**src/rtl/grade_rank_pkg.sv**
```systemverilog
//------------------------------------------------------------------------------
// grade_rank_pkg
//   Shared FSM state type and option-bit positions for the grade ranking block.
//   Revision: 1.0
//------------------------------------------------------------------------------
`default_nettype none

package grade_rank_pkg;

  typedef enum logic [1:0] {
    IDLE = 2'd0,
    LOAD = 2'd1,
    CALC = 2'd2,
    OUT  = 2'd3
  } state_t;

  localparam int c_opt_signed = 0;
  localparam int c_opt_desc   = 1;
  localparam int c_opt_ncnt   = 2;

endpackage

`default_nettype wire

```
**src/rtl/grade_rank_cmp.sv**
```systemverilog
//------------------------------------------------------------------------------
// grade_rank_cmp
//   Insert-before test for one sorted slot: high when the new score must be
//   placed ahead of the slot's score (strict compare keeps ties stable).
//   Revision: 1.0
//------------------------------------------------------------------------------
`default_nettype none

module grade_rank_cmp
  import grade_rank_pkg::*;
#(
  parameter int W = 4
) (
  input  logic [W-1:0] i_new,
  input  logic [W-1:0] i_old,
  input  logic         i_signed,
  input  logic         i_desc,
  output logic         o_ins
);

  logic w_lt;
  logic w_gt;

  always_comb begin
    if (i_signed) begin
      w_lt = $signed(i_new) < $signed(i_old);
      w_gt = $signed(i_new) > $signed(i_old);
    end else begin
      w_lt = i_new < i_old;
      w_gt = i_new > i_old;
    end
    o_ins = i_desc ? w_gt : w_lt;
  end

endmodule

`default_nettype wire

```
**src/rtl/grade_rank_seq.sv**
```systemverilog
//------------------------------------------------------------------------------
// grade_rank_seq
//   Loads N scores into an insertion-sorted array, computes a pass threshold
//   from the batch average, then streams sorted IDs with the pass count.
//   Optional out_pass port: define GRADE_RANK_PASS_FLAG_EN.
//   Revision: 1.0
//------------------------------------------------------------------------------
`default_nettype none

module grade_rank_seq
  import grade_rank_pkg::*;
#(
  parameter int N = 7,
  parameter int W = 4
) (
  input  logic                       clk,
  input  logic                       rst,
  input  logic                       in_valid,
  input  logic [W-1:0]               in_score,
  input  logic [2:0]                 opt,
  input  logic [1:0]                 a,
  input  logic [2:0]                 b,
  output logic                       out_valid,
  output logic [$clog2(N)-1:0]       out_id,
  output logic [$clog2(N+1)-1:0]     out_cnt
`ifdef GRADE_RANK_PASS_FLAG_EN
  ,
  output logic                       out_pass
`endif
);

  localparam int c_iw = $clog2(N);
  localparam int c_cw = $clog2(N+1);
  localparam int c_sw = W + $clog2(N) + 1;
  // Threshold math headroom: (t-a)*(a+1) grows by up to a few bits over avg.
  localparam int c_tw = c_sw + 4;

  localparam logic signed [c_sw-1:0] c_n_s = c_sw'(N);
  localparam logic signed [c_tw-1:0] c_one = c_tw'(1);

  function automatic logic signed [c_tw-1:0] f_ext(input logic [W-1:0] s, input logic sg);
    logic signed [c_tw-1:0] v;
    if (sg) v = c_tw'($signed(s));
    else    v = c_tw'(s);
    return v;
  endfunction

  state_t                   r_state;
  logic [W-1:0]             r_score [N];
  logic [c_iw-1:0]          r_id    [N];
  logic [c_cw-1:0]          r_n;
  logic [c_cw-1:0]          r_idx;
  logic signed [c_sw-1:0]   r_sum;
  logic [2:0]               r_opt;
  logic [1:0]               r_a;
  logic [2:0]               r_b;
`ifdef GRADE_RANK_PASS_FLAG_EN
  logic [N-1:0]             r_pass;
`endif

  logic                     w_take;
  logic [2:0]               w_opt;
  logic [c_iw-1:0]          w_new_id;
  logic signed [c_tw-1:0]   w_in_ext;
  logic [N-1:0]             w_cmp;
  logic [N-1:0]             w_ins;
  logic [W-1:0]             w_nxt_score [N];
  logic [c_iw-1:0]          w_nxt_id    [N];
  logic [N-1:0]             w_pass;
  logic [c_cw-1:0]          w_cnt;
  logic [c_cw-1:0]          w_cnt_out;
  logic signed [c_sw-1:0]   w_avg;
  logic signed [c_tw-1:0]   w_a;
  logic signed [c_tw-1:0]   w_a1;
  logic signed [c_tw-1:0]   w_b;
  logic signed [c_tw-1:0]   w_t;
  logic signed [c_tw-1:0]   w_thr_n;
  logic signed [c_tw-1:0]   w_thr_p;

  // The first beat arrives in IDLE, before opt has been latched.
  assign w_opt    = (r_state == IDLE) ? opt : r_opt;
  assign w_take   = in_valid && ((r_state == IDLE) || (r_state == LOAD));
  assign w_new_id = r_n[c_iw-1:0];
  assign w_in_ext = f_ext(in_score, w_opt[c_opt_signed]);

  assign w_avg   = r_sum / c_n_s;
  assign w_a     = {{(c_tw-2){1'b0}}, r_a};
  assign w_a1    = w_a + c_one;
  assign w_b     = {{(c_tw-3){1'b0}}, r_b};
  assign w_t     = c_tw'(w_avg) - w_b;
  assign w_thr_n = (w_t - w_a) * w_a1 - w_a;
  assign w_thr_p = w_t / w_a1;

  for (genvar k = 0; k < N; k++) begin : g_slot
    grade_rank_cmp #(.W(W)) u_cmp (
      .i_new    (in_score),
      .i_old    (r_score[k]),
      .i_signed (w_opt[c_opt_signed]),
      .i_desc   (w_opt[c_opt_desc]),
      .o_ins    (w_cmp[k])
    );

    // Empty slots always accept, so the new entry lands at the first
    // position whose occupant it beats, or at the end of the filled run.
    assign w_ins[k] = (r_n <= c_cw'(k)) | w_cmp[k];

    if (k == 0) begin : g_head
      assign w_nxt_score[k] = w_ins[k] ? in_score : r_score[k];
      assign w_nxt_id[k]    = w_ins[k] ? w_new_id : r_id[k];
    end else begin : g_body
      assign w_nxt_score[k] = !w_ins[k] ? r_score[k] : (w_ins[k-1] ? r_score[k-1] : in_score);
      assign w_nxt_id[k]    = !w_ins[k] ? r_id[k]    : (w_ins[k-1] ? r_id[k-1]    : w_new_id);
    end

    assign w_pass[k] = f_ext(r_score[k], r_opt[c_opt_signed]) >=
                       ((r_opt[c_opt_signed] && r_score[k][W-1]) ? w_thr_n : w_thr_p);
  end

  always_comb begin
    w_cnt = '0;
    for (int k = 0; k < N; k++) begin
      w_cnt = w_cnt + c_cw'(w_pass[k]);
    end
    w_cnt_out = r_opt[c_opt_ncnt] ? (c_cw'(N) - w_cnt) : w_cnt;
  end

  always_ff @(posedge clk or posedge rst) begin
    if (rst) begin
      r_state   <= IDLE;
      r_n       <= '0;
      r_idx     <= '0;
      r_sum     <= '0;
      r_opt     <= '0;
      r_a       <= '0;
      r_b       <= '0;
      out_valid <= 1'b0;
      out_id    <= '0;
      out_cnt   <= '0;
      for (int k = 0; k < N; k++) begin
        r_score[k] <= '0;
        r_id[k]    <= '0;
      end
`ifdef GRADE_RANK_PASS_FLAG_EN
      r_pass    <= '0;
      out_pass  <= 1'b0;
`endif
    end else begin
      if (w_take) begin
        for (int k = 0; k < N; k++) begin
          r_score[k] <= w_nxt_score[k];
          r_id[k]    <= w_nxt_id[k];
        end
      end

      case (r_state)
        IDLE: begin
          if (in_valid) begin
            r_opt   <= opt;
            r_a     <= a;
            r_b     <= b;
            r_sum   <= w_in_ext[c_sw-1:0];
            r_n     <= c_cw'(1);
            r_state <= LOAD;
          end
        end
        LOAD: begin
          if (in_valid) begin
            r_sum <= r_sum + w_in_ext[c_sw-1:0];
            r_n   <= r_n + c_cw'(1);
            if (r_n == c_cw'(N-1)) begin
              r_state <= CALC;
            end
          end
        end
        CALC: begin
          out_valid <= 1'b1;
          out_id    <= r_id[0];
          out_cnt   <= w_cnt_out;
          r_idx     <= c_cw'(1);
          r_n       <= '0;
          r_state   <= OUT;
`ifdef GRADE_RANK_PASS_FLAG_EN
          r_pass    <= w_pass;
          out_pass  <= w_pass[0];
`endif
        end
        OUT: begin
          if (r_idx == c_cw'(N)) begin
            out_valid <= 1'b0;
            out_id    <= '0;
            out_cnt   <= '0;
            r_idx     <= '0;
            r_state   <= IDLE;
`ifdef GRADE_RANK_PASS_FLAG_EN
            out_pass  <= 1'b0;
`endif
          end else begin
            out_id <= r_id[r_idx[c_iw-1:0]];
            r_idx  <= r_idx + c_cw'(1);
`ifdef GRADE_RANK_PASS_FLAG_EN
            out_pass <= r_pass[r_idx[c_iw-1:0]];
`endif
          end
        end
        default: r_state <= IDLE;
      endcase
    end
  end

endmodule

`default_nettype wire

```
**config.mk**
```make
export PLATFORM = sky130hd
export DESIGN_NAME = grade_rank_seq
export DESIGN_NICKNAME = d
export VERILOG_FILES = /design/src/rtl/grade_rank_pkg.sv /design/src/rtl/grade_rank_cmp.sv /design/src/rtl/grade_rank_seq.sv
export SDC_FILE = /design/constraint.sdc
export NUM_CORES = 1
export LEC_CHECK = 0
export CORE_MARGIN = 4
export CORE_UTILIZATION = 50
export DETAILED_ROUTE_END_ITERATION = 8
export GPL_TIMING_DRIVEN = 0
export PLACE_DENSITY_LB_ADDON = 0.05
export SLEW_MARGIN = 20
export SYNTH_ARGS = -nofsm -noshare
export SYNTH_HDL_FRONTEND = slang
export SYNTH_SLANG_ARGS = --single-unit
```
**constraint.sdc**
```tcl
create_clock -name clk -period 19.84 [get_ports clk]
set_clock_uncertainty 0.05 [all_clocks]
set_input_delay 1.984 -clock clk [delete_from_list [all_inputs] [get_ports clk]]
set_output_delay 1.984 -clock clk [all_outputs]
set_load 0.02 [all_outputs]
```
== Word level (Yosys, flattened, before mapping) ==
Cells that the tools add are included.
W data, S select, Z words.

* Flip-flop bits (word level): 80
* Input port bits: 15
* Output and inout port bits: 7
* Word-level logic and storage cells: 198

* Multiply operators: 1
* Reduce and logical (&&, ||, !) cells: 25
* $lt $le $gt $ge: 43
* Div/mod/pow operators: 2
* Add/subtract/negate cells: 14
* Equality and inequality tests: 9
* Bitwise operators: 8
* Muxes and demuxes: 72

{| class="wikitable"
|+ Operators by type and width
! kind !! number
|-
| $mux W12 || 14
|-
| $ge A12 B12 Y1 || 7
|-
| $gt A4 B4 Y1 || 14
|-
| $lt A4 B4 Y1 || 14
|-
| $mux W3 || 14
|-
| $mux W4 || 6
|-
| $mux W8 || 3
|-
| $mux W1 || 22
|-
| $pmux W3 S2 || 3
|-
| $reduce_and A2 Y1 || 9
|-
| $pmux W8 S2 || 1
|-
| $add A3 B1 Y3 || 4
|-
| $div A12 B12 Y12 || 1
|-
| $mul A10 B4 Y12 || 1
|-
| $sub A12 B3 Y12 || 1
|-
| $mux W2 || 5
|-
| $sub A9 B3 Y10 || 1
|-
| $bmux W3 S3 || 1
|-
| $le A3 B3 Y1 const B || 3
|-
| $pmux W3 S3 || 1
|-
| $sub A8 B4 Y9 || 1
|-
| $add A8 B8 Y8 || 1
|-
| $div A8 B4 Y8 const B || 1
|-
| $logic_and A1 B1 Y1 || 8
|-
| other kinds (23) || 38
|}

== Depth between registers and ports, before layout ==
* Depth after elaboration: 16
* Depth in mapped cells: 111
* Gate-level depth less buffers: 105

== Cells and area by module ==
From an unflattened synthesis, not the netlist that was laid out.

* Cell total of the unflattened synthesis: 1,654
* Area total of the unflattened synthesis: 12,859.8 um2

{| class="wikitable"
|+ Modules (own cells, without submodules)
! module !! cells each !! seq. area each (um2) !! instances !! area each (um2)
|-
| grade_rank_seq || 1,535 || 2,001.9 || 1 || 12,027.8
|-
| grade_rank_cmp || 17 || 0.0 || 7 || 118.9
|}

== Worst setup path before layout ==
OpenSTA, ideal clock, no wires.

* Path type: flip-flop to flip-flop
* From: reg r_sum[1]
* To: reg out_cnt[1]
* Setup time: 136 ps
* Stages on the path, launching flop included: 109
* Clock period less this slack: 21,929 ps
* Required time: 19,654 ps
* Path buffers: 6
* Path slack: -2,089 ps
* Arrival time: 21,743 ps
* Cells stage by stage: dfrtp_1 clkbuf_1 inv_1 ha_1 or3b_4 a211oi_2 buf_4 nor2_1 a22o_1 or3_1 ha_1 nor3b_1 o221ai_1 o21ai_1 or4_4 o311ai_0 a31oi_1 nor2_1 [... 73 more ...] a21oi_1 ha_1 a21o_1 a21oi_1 o21ai_0 a221oi_1 nor3_1 a21oi_1 o221ai_1 fa_1 inv_1 fa_1 fa_1 fa_1 xor2_1 nor2_1 a21oi_1 o21ai_0

* Word-level cells in the longest chain between the ends: 16
* Elaborated cells between the ends (all ways): 29
* Classes of those cells: add/sub: 10; mul: 1; div: 2; order compare: 7; mux: 9

{| class="wikitable"
|+ RTL lines
! element !! line !! source
|-
| from (decl) || grade_rank_seq.sv:53 || <nowiki>logic signed [c_sw-1:0] r_sum;</nowiki>
|-
| from (signal assigned) || grade_rank_seq.sv:161 || <nowiki>r_sum <= w_in_ext[c_sw-1:0];</nowiki>
|-
| from (signal assigned) || grade_rank_seq.sv:168 || <nowiki>r_sum <= r_sum + w_in_ext[c_sw-1:0];</nowiki>
|-
| $div A8 B4 Y8 * || grade_rank_seq.sv:86 || <nowiki>assign w_avg = r_sum / c_n_s;</nowiki>
|-
| $sub A8 B4 Y9 * || grade_rank_seq.sv:90 || <nowiki>assign w_t = c_tw'(w_avg) - w_b;</nowiki>
|-
| branches (longest 10 deep; another with $div A12 B12 Y12) || -- ||
|-
| $add A3 B1 Y3 * || grade_rank_seq.sv:122 || <nowiki>w_cnt = w_cnt + c_cw'(w_pass[k]);</nowiki>
|-
| $sub A3 B3 Y3 || grade_rank_seq.sv:124 || <nowiki>w_cnt_out = r_opt[c_opt_ncnt] ? (c_cw'(N) - w_cnt) : w_cnt;</nowiki>
|-
| $mux W3 * || grade_rank_seq.sv:124 ||
|-
| $pmux W3 S2 * || grade_rank_seq.sv:155 || <nowiki>case (r_state)</nowiki>
|-
| to (signal assigned) || grade_rank_seq.sv:178 || <nowiki>out_cnt <= w_cnt_out;</nowiki>
|-
| to (decl) || grade_rank_seq.sv:25 || <nowiki>output logic [$clog2(N+1)-1:0] out_cnt</nowiki>
|}

Every way passes the cells marked *.
A chain may end at the register's enable or synchronous reset.

== Worst setup path after layout ==
* From: reg r_sum[0]
* To: reg out_cnt[1]

Same word-level chain as after synthesis.

==> run_results.csv <==
group,metric,value,unit
synth,ys_top_cells_by_count,"nor2_1, a21oi_1, ha_1",
timing,hold_viol,0,
die,fp.dieW,167,um
setup_path,ff2ff_path_depth,106,
final_layout,drive_above_1_share,0.182,
setup_path,reg2reg_to,"out_cnt[1]",
setup_path,path_max_fanout,6,
setup_path,r2r-start,"r_sum[0]",
die,die-area,27700,um^2
synth,synth_most_common_cell,"nor2_1",
final_layout,layout.nets,1981,
route,wl_per_cell,17.6,um
synth,synthDistinctLibCells,102,
status,violations,"negative setup slack",
final_layout,multiInputGateArea,10600,um^2
final_layout,syn_to_final_growth,21.4,%
setup_path,cp-end-kind,"flop",
timing,max_freq,0.0492,GHz
clock_network,htreeDepth,3,
synth,synth-main-ff-cell,"dfrtp_1",
setup_path,critPathSlowestCell,"fa_2",
synth,synthDominantCellAreaShare,0.159,
route,met2_length,17400,um
timing,fin_crit_sh,1.02,
clock_network,clk_latency,340,ps
die,num_rows,57,
route,num_vias,12700,
route,drt_wl_total,37300,um
placement,io_buffers,21,
die,start_util,0.512,
status,status,"finished, violations left",
grt,antenna_found_initial,0,
die,die_y,167,um
die,core,24500,um^2
timing,setup_viol,3,
synth,synth_edf_count,0,
timing,rsz0062_at_grt,"yes",
route,final_antenna_net_count,0,
grt,grt.overflow.total,0,
route,firstDrtPassIters,5,
route,highest_layer,"met4",
setup_path,rrSetupSlack,-470,ps
synth,synth_area_per_cell,7.75,um^2
min_path,worstHoldPathType,"reg2reg",
timing,fin_ws,-473,ps
clock_network,clockBufferDepth,2,
setup_path,worst_ep_arrival_time,20470,ps
grt,grt_pass1_vias,11900,
setup_path,crit_start,"r_sum[0]",
route,drt-initial-drc-count,823,
final_layout,fillCellCount,2179,
clock_network,path_clk_slew,60,ps
timing,slew_violations,0,
synth,synth.area.top_cells,"dfrtp_1, ha_1, a21oi_1",
die,io_pins,22,
placement,place_congestion,0.871,
route,met1_length,17700,um
clock_network,tritoncts,"done",
setup_path,critPathKind,"reg2reg",
timing,fin_crit,20310,ps
setup_path,cpPeakStageDelay,650,ps
setup_path,crit_top_cell,"ha_4",
final_layout,seq_area,2010,um^2
grt,grt_max_degree,47,
grt,grt_pass1_wl,60000,um
synth,async_reset_ff_frac,1.00,
synth,yosys_warnings,0,
synth,yosysTopAreaCell,"dfrtp_1",
setup_path,worst-endpoint-required,20000,ps
setup_path,worstSetupStartpointType,"flop",
clock_network,cts_sinks,80,
route,route.met3.wl,1460,um
clock_network,holdBufCountCts,0,
placement,dp_hpwl,27700,um
final_layout,fin_cells,2116,
timing,relSlewSlack,0.279,
placement,post-place-cells,1972,
timing,tightest_slew,1070,ps
final_layout,n_antenna_cell,0,
synth,ys_ff_latch,80,
synth,syn_area,12600,um^2
job,maxCapViolCount,0,
synth,yosysSeqAreaShare,0.159,
grt,grt_usage,0.255,
setup_path,crit_path_end,"out_cnt[1]",
clock_network,cts_buffers,9,
route,vias_per_cell,6.00,
route,post-route-drc-count,0,
synth,synth_cells,1622,
clock_network,root_buffer,"clkbuf_16",
## per-layer routing
| metal | track usage | vias up |
|---|---|---|
| met5 | 0 | - |
| met3 | 0.0237 | 63 |
| met4 | 0.0633 | 0 |
| met2 | 0.421 | 349 |
| li1 | - | 6223 |
| met1 | 0.361 | 6052 |
## worst max-delay path: cells and delay by family, from the launching register on
family | cells | cell delay [ps]
compound gates | 41 | 6710
xor+xnor | 3 | 540
fa+ha+maj | 17 | 5140
buf+inv | 8 | 730
flops | 1 | 440
mux | 5 | 1270
simple gates | 32 | 5260
## state kept, by name (all words and copies together) (netlist names)
register,count
out_cnt,3
out_id,3
out_valid,1
r_a,2
r_b,3
r_id,21
r_idx,3
r_n,3
r_opt,3
r_score,28
r_state,2
r_sum,8
## cells in the final DEF, fill, tap and decap left out, types with 7 or more instances in the layout
master           Yosys  routed
nand2b_1            24      23
a21o_1              36      36
o21ai_1              9      13
o21bai_1            12      12
xnor2_1             36      32
o21a_1              20      18
and2_1              15      14
mux2i_1             65      62
mux2_2              23      21
or3_1                9       8
a31oi_1              9       8
clkbuf_16            0       9
a41oi_1             12      12
dfrtp_1             80      77
nor2_1             177     168
a211oi_1            13      13
a21oi_1            165     156
inv_1              118     111
ha_1               154     142
nand3_1             33      33
buf_2               11       8
clkbuf_1            46      41
nor4_1               7       7
o22ai_1             15      15
buf_4                2     134
fa_1                25      22
nand4_1              7       7
o21ai_0            123     113
nor2_4               0       7
nor2b_1             25      22
nor3_1              37      34
nand2_1            116     114
xor2_1              18      15
clkdlybuf4s50_1      0      21
o211ai_1            13      13
ha_4                 0      10
## kinds of logic after synthesis
logic type      share of synthesized area
xor+xnor                           0.0437
flops                               0.159
simple gates                        0.193
compound gates                      0.273
mux                                0.0807
other cells                      0.000298
buf+inv                            0.0563
fa+ha+maj                           0.193
## final cells by class
type | instances | share of cell area
plain buffers | 58 | 0.0170
clock buffers | 12 | 0.0175
clock inverters | 4 | 0.00484
inverters | 119 | 0.0305
multi-input cells | 1363 | 0.691
flip-flops and latches | 80 | 0.131
well taps | 324 | 0.0266
repair buffers | 156 | 0.0812
## how the worst min path moves through the flow
stage,cells after the start,slack (ps),endpoint,start
after floorplan,2,420,r_id[12],r_id[12]
after global placement,2,450,out_cnt[0],out_cnt[0]
after detailed placement,2,460,out_cnt[0],out_cnt[0]
after CTS,2,470,out_cnt[0],out_cnt[0]
after global routing,1,510,r_b[0],r_b[0]
final,1,470,r_b[0],r_b[0]
## what timing repair did
| item | CTS | global route |
|---|---|---|
| pin swaps | 66 | 71 |
| resized for setup | 44 | 42 |
| buffers inserted | 102 | 33 |
| setup endpoints to repair | 3 | 3 |
## stage by stage
step	utilization	hold WS [ps]	worst slack (ps)	instance area [um^2]	TNS (ps)
final	0.622	474	-473	15300	-827
after global routing	0.622	506	-1470	15300	-3790
after CTS	0.607	473	-304	14900	-399
after detailed placement	0.552	457	-3460	13500	-9690
after global placement	0.551	454	-3300	13500	-9190
after floorplan	-	415	-298	12900	-416
Power is left out: the tool's default activity adds up to more than one toggle a clock period on the data nets, which glitch-free logic cannot reach.
